--- src/rtl/sar_r2r_adc.sv ---
// sar_r2r_adc: successive-approximation ADC controller driving an R2R ladder, with block averaging of results
module sar_r2r_adc #(
  parameter int WIDTH = 8,
  parameter int SETTLE_CYCLES = 1000,
  parameter int SYNC_STAGES = 2,
  parameter int AVG_LOG2 = 4
) (
  input  logic             clk,
  input  logic             reset,
  input  logic             enable,
  input  logic             comp_in,
  output logic [WIDTH-1:0] R2R_output,
  output logic [WIDTH-1:0] adc_result,
  output logic             result_valid,
  output logic [WIDTH-1:0] avg_result,
  output logic             avg_valid,
  output logic             busy
);
  localparam int IW = WIDTH > 1 ? $clog2(WIDTH) : 1;
  localparam int CW = $clog2(SETTLE_CYCLES + 1);
  localparam int AW = WIDTH + AVG_LOG2;
  localparam int NW = AVG_LOG2 + 1;
  typedef enum logic [2:0] {IDLE, START, SETTLE, DECIDE, DONE} state_t;
  state_t state;
  logic [SYNC_STAGES-1:0] sync;
  logic [IW-1:0] idx;
  logic [CW-1:0] cnt;
  logic [AW-1:0] acc, sum;
  logic [NW-1:0] n_s;
  logic [WIDTH-1:0] mask, kept;
  logic comp_s, last;
  if (SETTLE_CYCLES < SYNC_STAGES + 1 || SYNC_STAGES < 2 || AVG_LOG2 < 0 || AVG_LOG2 > 8) begin : g_bad_cfg
    $error("sar_r2r_adc: illegal parameter combination");
  end
  always_comb begin
    comp_s = sync[SYNC_STAGES-1];
    mask = WIDTH'(1) << idx;
    kept = comp_s ? R2R_output : R2R_output & ~mask;
    sum = acc + AW'(adc_result);
    last = n_s == NW'(2**AVG_LOG2 - 1);
  end
  always_ff @(posedge clk) begin
    if (reset) begin
      state <= IDLE;
      sync <= '0;
      idx <= '0;
      cnt <= '0;
      acc <= '0;
      n_s <= '0;
      R2R_output <= '0;
      adc_result <= '0;
      result_valid <= 1'b0;
      avg_result <= '0;
      avg_valid <= 1'b0;
      busy <= 1'b0;
    end else begin
      sync <= {sync[SYNC_STAGES-2:0], comp_in};
      result_valid <= 1'b0;
      avg_valid <= 1'b0;
      if (state != IDLE && !enable) begin
        state <= IDLE;
        R2R_output <= '0;
        busy <= 1'b0;
        acc <= '0;
        n_s <= '0;
      end else begin
        case (state)
          IDLE: begin
            R2R_output <= '0;
            state <= enable ? START : IDLE;
            busy <= enable;
          end
          START: begin
            idx <= IW'(WIDTH - 1);
            R2R_output <= WIDTH'(1) << (WIDTH - 1);
            cnt <= CW'(SETTLE_CYCLES - 1);
            state <= SETTLE;
          end
          SETTLE: begin
            cnt <= cnt - 1'b1;
            state <= cnt == '0 ? DECIDE : SETTLE;
          end
          DECIDE: begin
            if (idx != '0) begin
              idx <= idx - 1'b1;
              R2R_output <= kept | (mask >> 1);
              cnt <= CW'(SETTLE_CYCLES - 1);
              state <= SETTLE;
            end else begin
              R2R_output <= kept;
              adc_result <= kept;
              result_valid <= 1'b1;
              state <= DONE;
            end
          end
          DONE: begin
            acc <= last ? '0 : sum;
            n_s <= last ? '0 : n_s + 1'b1;
            avg_result <= last ? WIDTH'(sum >> AVG_LOG2) : avg_result;
            avg_valid <= last;
            state <= START;
          end
          default: state <= IDLE;
        endcase
      end
    end
  end
endmodule

--- config.mk ---
export PLATFORM = sky130hd
export DESIGN_NAME = sar_r2r_adc
export DESIGN_NICKNAME = d
export VERILOG_FILES = /design/src/rtl/sar_r2r_adc.sv
export SDC_FILE = /design/constraint.sdc
export NUM_CORES = 1
export LEC_CHECK = 0
export BUFFER_PORTS_ARGS = -buffer_cell sky130_fd_sc_hd__clkbuf_2
export CAP_MARGIN = 20
export CORE_MARGIN = 4
export CORE_UTILIZATION = 63
export DETAILED_ROUTE_END_ITERATION = 12
export GPL_TIMING_DRIVEN = 1
export PLACE_DENSITY_LB_ADDON = 0.1
export SLEW_MARGIN = 15
export SYNTH_ARGS = -nofsm -noshare
export SYNTH_HDL_FRONTEND = slang
export SYNTH_SLANG_ARGS = --single-unit
--- constraint.sdc ---
create_clock -name clk -period 4.19 [get_ports clk]
set_input_delay 1.0475 -clock clk [delete_from_list [all_inputs] [get_ports clk]]
set_output_delay 1.0475 -clock clk [all_outputs]
set_load 0.02 [all_outputs]
---- Yosys cells after proc, flatten, opt, wreduce, memory -nomap -nowiden ----
Index checks and enable logic that the tools add are counted.
operators by class
  shift-type cells ........................ 1
  muxes and demuxes ....................... 14
  equal/unequal tests ..................... 6
  reductions and logical operators ........ 16
  add/subtract/negate cells ............... 4
  bitwise logic cells ..................... 7
operator list
  operator                                              count
  case mux 10 bit (3 select lines)                      1
  case mux 8 bit (3 select lines)                       1
  two-way mux 8 bit                                     2
  case mux 3 bit (5 select lines)                       1
  adder 12 x 8 -> 12 bit                                1
  two-way mux 12 bit                                    1
  AND reduction 3 bit                                   4
  nonzero test 3 bit                                    4
  logical NOT 10 bit                                    1
  two-way mux 10 bit                                    1
  subtractor 10 x 1 -> 10 bit (second input constant)   1
  bitwise AND 8 bit                                     1
  NOT 8 bit                                             1
  OR 8 x 7 -> 8 bit                                     1
  left shift 1 x 3 -> 8 bit (first input constant)      1
  equality test 3 x 2 -> 1 bit (second input constant)  2
  two-way mux 3 bit                                     2
  case mux 3 bit (2 select lines)                       1
  OR reduction 3 bit                                    2
  adder 5 x 1 -> 5 bit (second input constant)          1
  equality test 5 x 4 -> 1 bit (second input constant)  1
  two-way mux 5 bit                                     1
  NOT 1 bit                                             4
  equality test 3 x 1 -> 1 bit (second input constant)  1
  other kinds (9)                                       11
storage, ports and cells
  output and inout bits ................... 27
  logic and storage cells ................. 60
  bits of input ports ..................... 4
  bits in registers ....................... 62

---- Longest topological paths before layout ----
  depth after elaboration ................. 7
  depth in mapped cells ................... 8
  depth with buffers taken out ............ 7

---- Worst setup path before layout ----
Ideal clock, no wire load.
  path kind ............................... input -> register
  start ................................... in enable
  end ..................................... reg cnt[8]
  setup time .............................. 0.115 ns
  data arrival time ....................... 2.314 ns
  data required time ...................... 4.075 ns
  cell stages on the path ................. 7
  buffers on the path ..................... 2
  slack ................................... 1.762 ns
  path through ............................ buf_2 -> inv_1 -> or4_1 -> buf_4 -> nor2_4 -> a31oi_1 -> o21a_1
on the way
  longest elaborated chain between the ends .. 4
ends and longest elaborated chain
  what                                  line  RTL
  start, declared                       10    input logic enable,
  logical NOT 1 bit                     60    if (state != IDLE && !enable) begin
  logical AND 1 bit                     60
  NOT 1 bit (no source line)            n/a
  AND reduction 3 bit (no source line)  n/a
  end signal, assigned                  76    cnt <= CW'(SETTLE_CYCLES - 1);
  end signal, assigned                  80    cnt <= cnt - 1'b1;
  end signal, assigned                  87    cnt <= CW'(SETTLE_CYCLES - 1);
  end, declared                         27    logic [CW-1:0] cnt;
Every way passes these cells.
A chain may end at the register's enable or synchronous reset.

---- Worst setup path in the final report ----
  start ................................... reg idx[0]
  end ..................................... reg cnt[8]
on the way
  longest elaborated chain between the ends .. 3
ends and longest elaborated chain
  what                                  line  RTL
  start, declared                       26    logic [IW-1:0] idx;
  start signal, assigned                74    idx <= IW'(WIDTH - 1);
  start signal, assigned                85    idx <= idx - 1'b1;
  nonzero test 3 bit                    84    if (idx != '0) begin
  != test 2 bit (no source line)        n/a
  AND reduction 3 bit (no source line)  n/a
Every way passes these cells.

==> flow_summary_export.csv <==
group,metric,value,unit
run_status,status,"complete, no violations",
layout,diodes,0,
timing,final_hold_viol_count,0,
power_and_ir_drop,seqPwrFrac,0.438,
power_and_ir_drop,p_int,0.00109,W
route,vias,3007,
timing,finalCritPeriodShare,0.577,
route,via_per_inst,6.12,
placed_design,placed_cell_area,3370,um2
yosys,ys_types,54,
floorplanning,core-area,4850,um2
global_route,grt_pass1_vias,2834,
yosys,syn_nets,416,
layout,design_area,3630,um2
setup_path,arrival,2650,ps
global_route,antenna_found_initial,0,
placed_design,hpwlAfterDp,5.19,mm
clocking,post-cts-setup-buffer-count,0,
yosys,synth_edf_count,0,
clocking,cts_max_path_buffers,2,
placed_design,gp_congestion,0.964,
clocking,hold_buffers,0,
clocking,cts_buffers,9,
global_route,grt-ovfl-total,0,
clocking,cts_sinks,62,
timing,slew_headroom,0.483,
timing,slew_violations,0,
layout,areaGrowthSynthToFinish,12.6,%
clocking,htreeDepth,3,
clocking,cts_tree,"built",
timing,min_period,2420,ps
setup_path,cp_slowest_stage_delay,690,ps
clocking,clk_latency,340,ps
route,drc,0,
timing,final.setup.tns,0,ps
layout,final_common_cell,"dfxtp_1",
yosys,postSynth.asyncResetShare,0,
setup_path,critPathKind,"reg -> reg",
timing,max_freq,413,MHz
route,drtPass1Iterations,4,
power_and_ir_drop,leakagePower,1.41,nW
yosys,yosysWarnings,0,
route,drtIter0Drc,253,
power_and_ir_drop,p_per_area,401,nW/um2
yosys,syn_area_per_cell,8.14,um2
setup_path,crit_chain,"inv_1 > ha_1 > and4b_1 > or4_1 > nor2_4 > a31oi_1 > o21a_1",
power_and_ir_drop,power.switching,0.000361,W
job,drv_cap,0,
yosys,syn_inst,396,
power_and_ir_drop,switching_share,0.248,
power_and_ir_drop,p_total,0.00145,W
floorplanning,die_h,79.5,um
clocking,cts_resized,0,
clocking,clock-root-buffer,"clkbuf_8",
setup_path,end_kind,"flip-flop",
setup_path,cp_slowest_cell,"or4_1",
worst_hold_path,hold_path_class,"reg -> reg",
clocking,clk_transition_reported_paths,70,ps
setup_path,worstPathMaxFanout,9,
power_and_ir_drop,pwr-share-comb,0.108,
placed_design,io_buffer_count,30,
floorplanning,dieArea,6320,um2
layout,layout_common_cells,"dfxtp_1 (62), nor2_1 (45), a21oi_1 (39), nand2_1 (39), clkbuf_2 (30)",
layout,drive_gt1_frac,0.130,
global_route,grt_max_degree,40,
yosys,ys_ff_latch,62,
setup_path,critPathRequiredTime,4420,ps
setup_path,critPathTopFamily,"simple AND/OR/NAND/NOR gates",
floorplanning,die_x,79.5,um
floorplanning,row_count,25,
layout,nNetsFinal,439,
floorplanning,initial_core_util,0.665,
setup_path,regToRegSetupSlack,1770,ps
yosys,ys_seq_area_frac,0.385,
setup_path,critPathBufInv,1,
timing,setup_viol,0,
power_and_ir_drop,clkPwrFrac,0.454,
power_and_ir_drop,ir_worst_vdd,0.228,mV
route,detail_route.wl_per_cell,15.4,um
timing,tightestPinTransition,776,ps
timing,rsz0062_at_grt,"no",
global_route,grt_pass1_wl,13.3,mm
route,wirelength,7.54,mm
setup_path,setup.worst_path.start_class,"flip-flop",
floorplanning,ios,31,
timing,fin_skew,8.16,ps
route,ant_nets,0,
yosys,synthFlopType,"dfxtp_1",
global_route,grt_usage,0.266,
yosys,synth.cell_area,3220,um2
==> flip-flops by register name (all words and copies together), names as in the netlist, 2 cells and up <==
register    count
cnt            10
avg_result      8
R2R_output      8
state           3
idx             3
n_s             5
acc            12
sync            2
adc_result      8
==> final cells by class <==
| cell class | count | area, um2 |
|---|---|---|
| Sequential cell | 62 | 1240 |
| Tap cell | 67 | 83.8 |
| Fill cell | 362 | 1220 |
| Inverter | 15 | 56.3 |
| Clock buffer | 13 | 159 |
| Clock inverter | 3 | 90.1 |
| Timing Repair Buffer | 31 | 161 |
| Multi-Input combinational cell | 300 | 1840 |
==> Yosys cell counts (all sizes together), types with 4 or more instances <==
cell / n / area, um2
a21oi: 39 / 195
nor3: 11 / 60.1
o21a: 5 / 37.5
clkbuf: 14 / 52.6
ha: 15 / 188
dfxtp: 62 / 1240
nand3: 24 / 120
nor2: 48 / 211
nor4: 4 / 25.0
a311oi: 7 / 61.3
inv: 15 / 56.3
a211oi: 6 / 45.0
a22oi: 6 / 45.0
a21boi: 4 / 30.0
nor2b: 4 / 25.0
nand2: 40 / 153
or3: 7 / 43.8
o21ai: 18 / 90.1
a2bb2oi: 4 / 35.0
nand4: 7 / 43.8
a21o: 6 / 45.0
buf: 5 / 40.0
xor2: 4 / 35.0
a31oi: 6 / 37.5
==> per-layer routing <==
| metal | GRT usage | up-vias | routed length, um |
|---|---|---|---|
| li1 | - | 1494 | - |
| met1 | 0.353 | 1404 | 3580 |
| met2 | 0.410 | 90 | 3370 |
| met3 | 0.0711 | 19 | 428 |
| met4 | 0.101 | 0 | 156 |
| met5 | 0 | - | 0 |
==> power groups by stage <==
stage | combinational, W | clock [W] | sequential, W
6_report | 0.000157 | 0.000661 | 0.000637
3_3_place_gp | 0.000145 | 0 | 0.000649
3_5_place_dp | 0.000151 | 0 | 0.000649
5_1_grt | 0.000179 | 0.000702 | 0.000640
4_1_cts | 0.000154 | 0.000669 | 0.000636
2_1_floorplan | 0.000132 | 0 | 0.000638
==> through the flow <==
step	worst slack, ps	util	instances	hold WS, ps
after floorplan	1760	-	396	414
after global placement	1500	0.695	474	418
after detailed placement	1440	0.695	474	428
after CTS	1770	0.746	490	444
after global routing	1580	0.748	491	475
final	1770	0.748	491	442
==> final timing paths <==
path	from	endpoint	depth (start not counted)
min reg2reg	sync[0]	sync[1]	1
max	idx[0]	cnt[8]	7
max reg2reg	idx[0]	cnt[8]	7
min	sync[0]	sync[1]	1
==> cell families (layout without fill, tap and decap cells) <==
group | Yosys count | count (layout) | share of synthesized area
xor gates and xnor gates | 6 | 6 | 0.0163
buffers and inverters | 34 | 62 | 0.0462
DFF | 62 | 62 | 0.385
adders and majority gates | 16 | 16 | 0.0644
and+or+nand+nor | 161 | 161 | 0.252
AOI/OAI and AO/OA | 117 | 117 | 0.236
(Power assumes the default switching activity.)
